## config.mk

```make
export PLATFORM = sky130hd
export DESIGN_NAME = if_stage
export DESIGN_NICKNAME = d
export VERILOG_FILES = /design/src/rtl/if_stage_pkg.sv /design/src/rtl/if_btb.sv /design/src/rtl/if_stage.sv
export SDC_FILE = /design/constraint.sdc
export NUM_CORES = 1
export LEC_CHECK = 0
export ABC_CLOCK_PERIOD_IN_PS = 3800
export CORE_MARGIN = 2
export CORE_UTILIZATION = 51
export DETAILED_ROUTE_END_ITERATION = 8
export PLACE_DENSITY_LB_ADDON = 0.12
export SKIP_LAST_GASP = 1
export SLEW_MARGIN = 20
export SYNTH_ARGS = -nofsm -noshare
export SYNTH_HDL_FRONTEND = slang
export SYNTH_SLANG_ARGS = --single-unit
```

## constraint.sdc

```tcl
create_clock -name clk -period 3.8 [get_ports clk]
set_input_delay 0.76 -clock clk [delete_from_list [all_inputs] [get_ports clk]]
set_output_delay 0.76 -clock clk [all_outputs]
set_load 0.005 [all_outputs]
```

## src/rtl/if_stage_pkg.sv

```systemverilog
// if_stage_pkg: shared bus widths, reset PC default and PC helpers for the fetch stage
package if_stage_pkg;
  localparam int IF_TO_IPD_BUS_WD = 96;
  localparam int ID_TO_IF_BUS_WD = 33;
  localparam logic [31:0] RESET_PC_DEF = 32'h1C00_0000;
  function automatic logic [31:0] seq_pc(input logic [31:0] pc);
    return pc + 32'd4;
  endfunction
endpackage

```

## src/rtl/if_btb.sv

```systemverilog
// if_btb: direct-mapped branch target buffer with combinational lookup and clocked update
module if_btb #(
  parameter int IDX_W = 3
) (
  input  logic        clk,
  input  logic        reset,
  input  logic [31:0] lookup_pc,
  input  logic        upd_valid,
  input  logic [31:0] upd_pc,
  input  logic [31:0] upd_target,
  output logic        hit,
  output logic [31:0] target
);
  localparam int N = 1 << IDX_W;
  localparam int TAG_W = 30 - IDX_W;
  logic [N-1:0]     valid;
  logic [TAG_W-1:0] tags [N];
  logic [31:0]      targets [N];
  logic [IDX_W-1:0] lk_idx, upd_idx;
  logic [TAG_W-1:0] lk_tag;
  assign lk_idx  = lookup_pc[IDX_W+1:2];
  assign lk_tag  = lookup_pc[31:IDX_W+2];
  assign upd_idx = upd_pc[IDX_W+1:2];
  // lookup reads pre-update contents; a same-cycle write is not bypassed
  assign hit    = valid[lk_idx] && (tags[lk_idx] == lk_tag);
  assign target = targets[lk_idx];
  // only valid bits need clearing on reset; tag/target are qualified by them
  always_ff @(posedge clk or posedge reset)
    if (reset) valid <= '0;
    else if (upd_valid) valid[upd_idx] <= 1'b1;
  // last write wins, aliasing entries are simply overwritten
  always_ff @(posedge clk)
    if (upd_valid) begin
      tags[upd_idx]    <= upd_pc[31:IDX_W+2];
      targets[upd_idx] <= upd_target;
    end
endmodule

```

## src/rtl/if_stage.sv

```systemverilog
// if_stage: fetch PC owner, inst RAM requester and next-PC predictor
module if_stage
  import if_stage_pkg::*;
#(
  parameter logic [31:0] RESET_PC  = RESET_PC_DEF,
  parameter bit          BTB_EN    = 1'b1,
  parameter int          BTB_IDX_W = 3
) (
  input  logic                        clk,
  input  logic                        reset,
  input  logic [ID_TO_IF_BUS_WD-1:0]  ID_to_IF_bus,
  input  logic                        btb_upd_valid,
  input  logic [31:0]                 btb_upd_pc,
  input  logic [31:0]                 btb_upd_target,
  output logic [IF_TO_IPD_BUS_WD-1:0] IF_to_IPD_bus,
  output logic                        IF_to_IPD_valid,
  input  logic                        IPD_allow_in,
  output logic                        inst_ram_en,
  output logic [31:0]                 inst_ram_addr
);
  logic        br_taken_cancel;
  logic [31:0] pc_from_id, pc_reg, pred_pc, btb_target;
  logic        if_valid, handshake, btb_hit;
  assign {br_taken_cancel, pc_from_id} = ID_to_IF_bus;
  generate
    if (BTB_EN) begin : g_btb
      if_btb #(.IDX_W(BTB_IDX_W)) u_btb (
        .clk       (clk),
        .reset     (reset),
        .lookup_pc (pc_reg),
        .upd_valid (btb_upd_valid),
        .upd_pc    (btb_upd_pc),
        .upd_target(btb_upd_target),
        .hit       (btb_hit),
        .target    (btb_target)
      );
    end else begin : g_no_btb
      assign btb_hit    = 1'b0;
      assign btb_target = '0;
    end
  endgenerate
  assign pred_pc         = btb_hit ? btb_target : seq_pc(pc_reg);
  assign handshake       = if_valid && IPD_allow_in && !br_taken_cancel;
  // en=0 during a stall lets the BRAM hold its output for IPD
  assign inst_ram_en     = handshake;
  assign inst_ram_addr   = pc_reg;
  assign IF_to_IPD_valid = if_valid && !br_taken_cancel;
  assign IF_to_IPD_bus   = {pred_pc, pc_reg, 32'b0};
  // redirect beats handshake; stall or idle holds the PC
  always_ff @(posedge clk or posedge reset)
    if (reset) begin
      pc_reg   <= RESET_PC;
      if_valid <= 1'b0;
    end else begin
      if_valid <= 1'b1;
      if (br_taken_cancel) pc_reg <= pc_from_id;
      else if (handshake) pc_reg <= pred_pc;
    end
endmodule
```

* After elaboration in Yosys (flattened, before gate mapping)
Memories as Yosys holds them, arrays and structs flattened.
Cells that the tools add are included.
W data, S select, Z words.
** Storage, ports and cells
- Flip-flop bits (word level) :: 41
- Bits in latches :: 0
- Bits in writable memories :: 472
- Bits in read-only memories :: 0
- Word-level logic and storage cells :: 27
- Memories kept :: 2
** Memories
- g_btb.u_btb.targets :: words 8, bits a word 32, read ports 1, clocked after Yosys merged registers in 0, write ports 1, RTL line if_btb.sv:18 : logic [31:0] targets [N];
- g_btb.u_btb.tags :: words 8, bits a word 27, read ports 1, clocked after Yosys merged registers in 0, write ports 1, RTL line if_btb.sv:17 : logic [TAG_W-1:0] tags [N];
** Operators by class
- Add/subtract/negate cells :: 1
- Multipliers :: 0
- Div/mod/pow operators :: 0
- Magnitude comparators :: 3
- Equality and inequality tests :: 1
- Shifts and indexed selects :: 0
- Mux-type cells :: 9
- Bitwise logic cells :: 1
- Reduce and logical (&&, ||, !) cells :: 7
** Operators by type and width (number)
- $mux W32 :: 3
- $add A32 B3 Y32 const B :: 1
- $eq A27 B27 Y1 :: 1
- $lt A3 B4 Y1 const B :: 2
- $or A8 B8 Y8 :: 1
- $logic_and A1 B1 Y1 :: 5
- $mux W1 :: 4
- $bmux W1 S3 :: 1
- $demux W1 S3 :: 1
- $ge A3 B1 Y1 const B :: 1
- $reduce_bool A2 Y1 :: 1
- $logic_not A1 Y1 :: 1

* Logic depth before layout (Yosys ltp)
- Depth after elaboration :: 6
- Gate-level depth with buffers :: 15

* Modules after synthesis
Synthesis repeated with hierarchy kept, for this count alone.
** Second synthesis, totals
- Cells, all modules :: 1247
- Area total of the unflattened synthesis :: 21758.4 um^2
** By module, submodules not included
- if_btb :: times used 1, cells each 832, area each 18507.8 um^2, seq. area each 14373.8 um^2
- if_stage :: times used 1, cells each 415, area each 3250.6 um^2, seq. area each 829.5 um^2

* Worst setup path after synthesis
No wires, ideal clock.
- Path type :: in2reg
- Start point :: in btb_upd_pc[4]
- End point :: reg g_btb.u_btb.valid[0]
- Library setup time :: 90 ps
- Arrival time :: 5463 ps
- Setup slack :: -1753 ps
- Cell stages on the path :: 3
- Cells stage by stage :: nand2b_1 -> nor3_1 -> or2_2
** On the way
- Cells in the longest elaborated chain, start to end :: 5
- Elaborated cells between the ends (all ways) :: 6
- Those cells by class :: order compare (2); mux (2); bitwise (1); reduce/logical (1)
** Ends and longest elaborated chain
- from (decl) :: RTL line if_stage.sv:13 : input logic [31:0] btb_upd_pc,
- $lt A3 B4 Y1 (not written as such) / $ge A3 B1 Y1 (equally long branches) :: RTL line if_btb.sv:30 : else if (upd_valid) valid[upd_idx] <= 1'b1;
- $logic_and A1 B1 Y1 (not written as such) :: RTL line if_btb.sv:30
- $mux W1 (not written as such) :: RTL line if_btb.sv:30
- $demux W1 S3 *
- $or A8 B8 Y8 (no line) *
- to (signal assigned) :: RTL line if_btb.sv:29 : if (reset) valid <= '0;
- to (signal, indexed assignment) :: RTL line if_btb.sv:30
- to (decl) :: RTL line if_btb.sv:16 : logic [N-1:0] valid;
Mark *: on every way between the ends. The rest lies on a longest branch, timed or not.
A chain may end at the register's enable or synchronous reset.

* Worst setup path after layout
- Start point :: reg pc_reg[3], in the netlist inst_ram_addr[3]
- End point :: out IF_to_IPD_bus[81]
** On the way
- Cells in the longest elaborated chain, start to end :: 4
- Elaborated cells between the ends (all ways) :: 8
- Those cells by class :: add/sub (1); eq/ne (1); mux (3); reduce/logical (1); memory (2)
** Ends and longest elaborated chain
- from (decl) :: RTL line if_stage.sv:22 : logic [31:0] pc_from_id, pc_reg, pred_pc, btb_target;
- from (signal assigned) :: RTL line if_stage.sv:56 : if (br_taken_cancel) pc_reg <= pc_from_id;
- from (signal assigned) :: RTL line if_stage.sv:57 : else if (handshake) pc_reg <= pred_pc;
- parallel branches: the longest is 3 deep, another holds $add A32 B3 Y32
- $mux W32 * :: RTL line if_stage.sv:42 : assign pred_pc = btb_hit ? btb_target : seq_pc(pc_reg);
- to (decl) :: RTL line if_stage.sv:15 : output logic [IF_TO_IPD_BUS_WD-1:0] IF_to_IPD_bus,
Every way passes the cells marked *. The select of a mux whose other input is x is not followed.

==> impl_metrics.json <==
{
  "synth_seq_area_share_pct": 71.1,
  "final_cells": 2074,
  "viasPerCell": 5.70,
  "yosysMostFrequentCell": "edfxtp_1",
  "clockPowerShare_pct": 36.6,
  "dp_cells": 1940,
  "cts_num_sinks": 513,
  "numCtsBuffers": 52,
  "irDropWorstVdd_mv": 0.310,
  "fin_crit_sh_pct": 125,
  "critPathLaunchType": "flip-flop",
  "wl_um": 52100,
  "grt_pass1_wl_um": 76600,
  "post-route-drc-count": 0,
  "hold_viol_final": 0,
  "grtUsageTotal_pct": 24.1,
  "worstPathRequired_ps": 3040,
  "nets": 1596,
  "worst_slew_pin_slew_ps": 867,
  "status": "finished, violations left",
  "violations": "negative setup slack",
  "intPower_mw": 10.1,
  "total_power_mw": 13.2,
  "synth_area_leaders": "edfxtp_1, mux4_2, mux2i_1",
  "synth_top_cell_by_area": "edfxtp_1",
  "root_buffer": "clkbuf_16",
  "holdCritPathClass": "flip-flop to flip-flop",
  "route.vias.total": 11818,
  "ys_top_cells_by_count": "edfxtp_1, mux2i_1, mux4_2",
  "die_width_um": 209,
  "synth_edf_count": 472,
  "ys_ff_latch": 513,
  "crit_fanout": 9,
  "yosysUniqueCellTypes": 45,
  "period_minus_slack_ps": 4730,
  "drive_gt1_share_pct": 29.8,
  "combPwrFrac_pct": 14.2,
  "grt_max_degree": 66,
  "power_switching_share_pct": 23.2,
  "route.detailed.wl_per_inst_um": 25.1,
  "slew_headroom_pct": 42.2,
  "skew_ps": 17.1,
  "clock_latency_ps": 590,
  "hpwl_um": 31800,
  "htreeDepth": 2,
  "end_kind": "output pin",
  "final.setup.worst_slack_ps": -934,
  "rsz0062_at_grt": "true",
  "synth_async_sr_flop_share_pct": 7.99,
  "place_congestion": 0.783,
  "numPortBuffers": 196,
  "ios": 231,
  "fin_util_pct": 64.7,
  "final_antenna_net_count": 0,
  "die_y_um": 209,
  "grt_pass1_vias": 12018,
  "maxCapViolCount": 0,
  "p_per_area_nw_per_um2": 489,
  "p_seq_share_pct": 49.2,
  "yosysWarnings": 0,
  "p_switching_mw": 3.06,
  "worstSetupPathType": "flip-flop to output pin",
  "row_count": 75,
  "synth_top_cell_area_share_pct": 66.3,
  "syn_avg_cell_area_um2": 18.3,
  "cts_tree": "built",
  "dr.pass1.iters": 5,
  "clk_pin_slew_worst_paths_ps": 60,
  "finalSetupViolCount": 35,
  "drt_iter0_markers": 1015,
  "ys.flop_type": "edfxtp_1",
  "worst_ep_arrival_time_ps": 3970,
  "setup_tns_ps": -28160,
  "synth_area_um2": 21400,
  "grt_antenna_before_repair": 7,
  "area_delta_synth_final_pct": 26.1,
  "fillCellCount": 2977,
  "start_util_pct": 51.3,
  "die-area_um2": 43600,
  "fmax_mhz": 211,
  "gr-total-overflow": 0,
  "slew_viol_final": 0,
  "core_area_um2": 41700,
  "syn_inst": 1169,
  "leakage_nw": 9.33,
  "cts_buffer_depth": 3
}
## state kept, by name, indices dropped and copies added, names as in the netlist
register,count
g_btb.u_btb.tags,216
inst_ram_addr,32
g_btb.u_btb.targets,256
if_valid,1
g_btb.u_btb.valid,8
## power by group through the flow
| stage | Clock [mW] | Combinational [mW] | Sequential [mW] |
|---|---|---|---|
| final | 4.82 | 1.87 | 6.49 |
| after global routing | 5.12 | 2.00 | 6.51 |
| after CTS | 4.92 | 1.83 | 6.50 |
| after detailed placement | 0 | 1.75 | 6.62 |
| after global placement | 0 | 1.74 | 6.61 |
| after floorplan | 0 | 0.929 | 6.59 |
## repair_timing
item | in CTS | in global routing
gates cloned | 2 | 0
buffers inserted | 25 | 17
resized for setup | 204 | 54
setup endpoints to repair | 43 | 52
pin swaps | 9 | 8
hold buffers | 0 | 0
## final cells by class
| class | instances | area, um^2 | share of cell area, % |
|---|---|---|---|
| inverters | 2 | 7.51 | 0.0278 |
| multi-input cells | 559 | 5990 | 22.2 |
| flip-flops and latches | 513 | 15200 | 56.4 |
| well taps | 539 | 674 | 2.50 |
| clock inverters | 31 | 220 | 0.816 |
| repair buffers | 366 | 3480 | 12.9 |
| clock buffers | 62 | 1380 | 5.12 |
| diodes | 2 | 5.00 | 0.0186 |
## path summary, 6_finish.rpt
kind / start / end / slack (ps) / depth (start not counted)
max: inst_ram_addr[3] / IF_to_IPD_bus[81] / -930 / 14
min: g_btb.u_btb.valid[6] / g_btb.u_btb.valid[6] / 460 / 1
max reg2reg: inst_ram_addr[3] / inst_ram_addr[25] / -90 / 19
min in group asynchronous: reset / inst_ram_addr[20] / 690 / 2
min reg2reg: g_btb.u_btb.valid[6] / g_btb.u_btb.valid[6] / 460 / 1
max in group asynchronous: reset / inst_ram_addr[26] / 2380 / 3
## worst max-delay path, stage by stage, from the launching register on
cell,delay [ps]
dfrtp_4,520
buf_4,160
nor2b_2,160
buf_12,140
buf_4,150
a22oi_2,180
and3_1,170
o22ai_1,110
or4_4,570
nor4_4,310
buf_6,160
buf_12,130
buf_12,150
mux2i_4,290
buf_2,160
## kinds of logic after synthesis
group	count (synthesis)	synth area share, %
compound gates	78	2.42
xor+xnor	42	1.72
fa+ha+maj	1	0.0585
buf+inv	128	3.80
flops	513	71.1
mux	244	17.1
other cells	2	0.0351
simple gates	161	3.81
## placed cells by master (no fill, tap or decap), types with 11 or more instances in the layout
| cell type | n |
|---|---|
| xor2_1 | 33 |
| nand2_1 | 51 |
| clkdlybuf4s50_1 | 163 |
| buf_6 | 21 |
| and3_1 | 11 |
| o21ai_1 | 16 |
| nand3_1 | 14 |
| a22o_1 | 14 |
| clkbuf_16 | 53 |
| buf_12 | 25 |
| buf_2 | 26 |
| o21ai_0 | 19 |
| mux2i_1 | 109 |
| mux4_2 | 96 |
| dfrtp_1 | 35 |
| clkinv_1 | 12 |
| edfxtp_1 | 472 |
| conb_1 | 33 |
| mux2i_4 | 24 |
| clkinv_2 | 14 |
| nor2_1 | 14 |
| buf_4 | 128 |
## per-layer routing
| metal | track usage (%) | wire [um] | vias up |
|---|---|---|---|
| met2 | 39.1 | 25200 | 467 |
| li1 | - | - | 5188 |
| met3 | 5.62 | 4050 | 59 |
| met5 | 0 | 39 | - |
| met4 | 5.02 | 774 | 6 |
| met1 | 33.9 | 22000 | 6098 |
## per-stage QoR
step	instance area, um^2	hold slack [ps]	setup WS [ps]
2_1_floorplan	21500	434	-123
3_3_place_gp	24700	447	-891
3_5_place_dp	24700	450	-889
4_1_cts	26800	465	-947
5_1_grt	27000	473	-1020
6_report	27000	464	-934
Note: power is estimated with default switching activity, not from simulation.
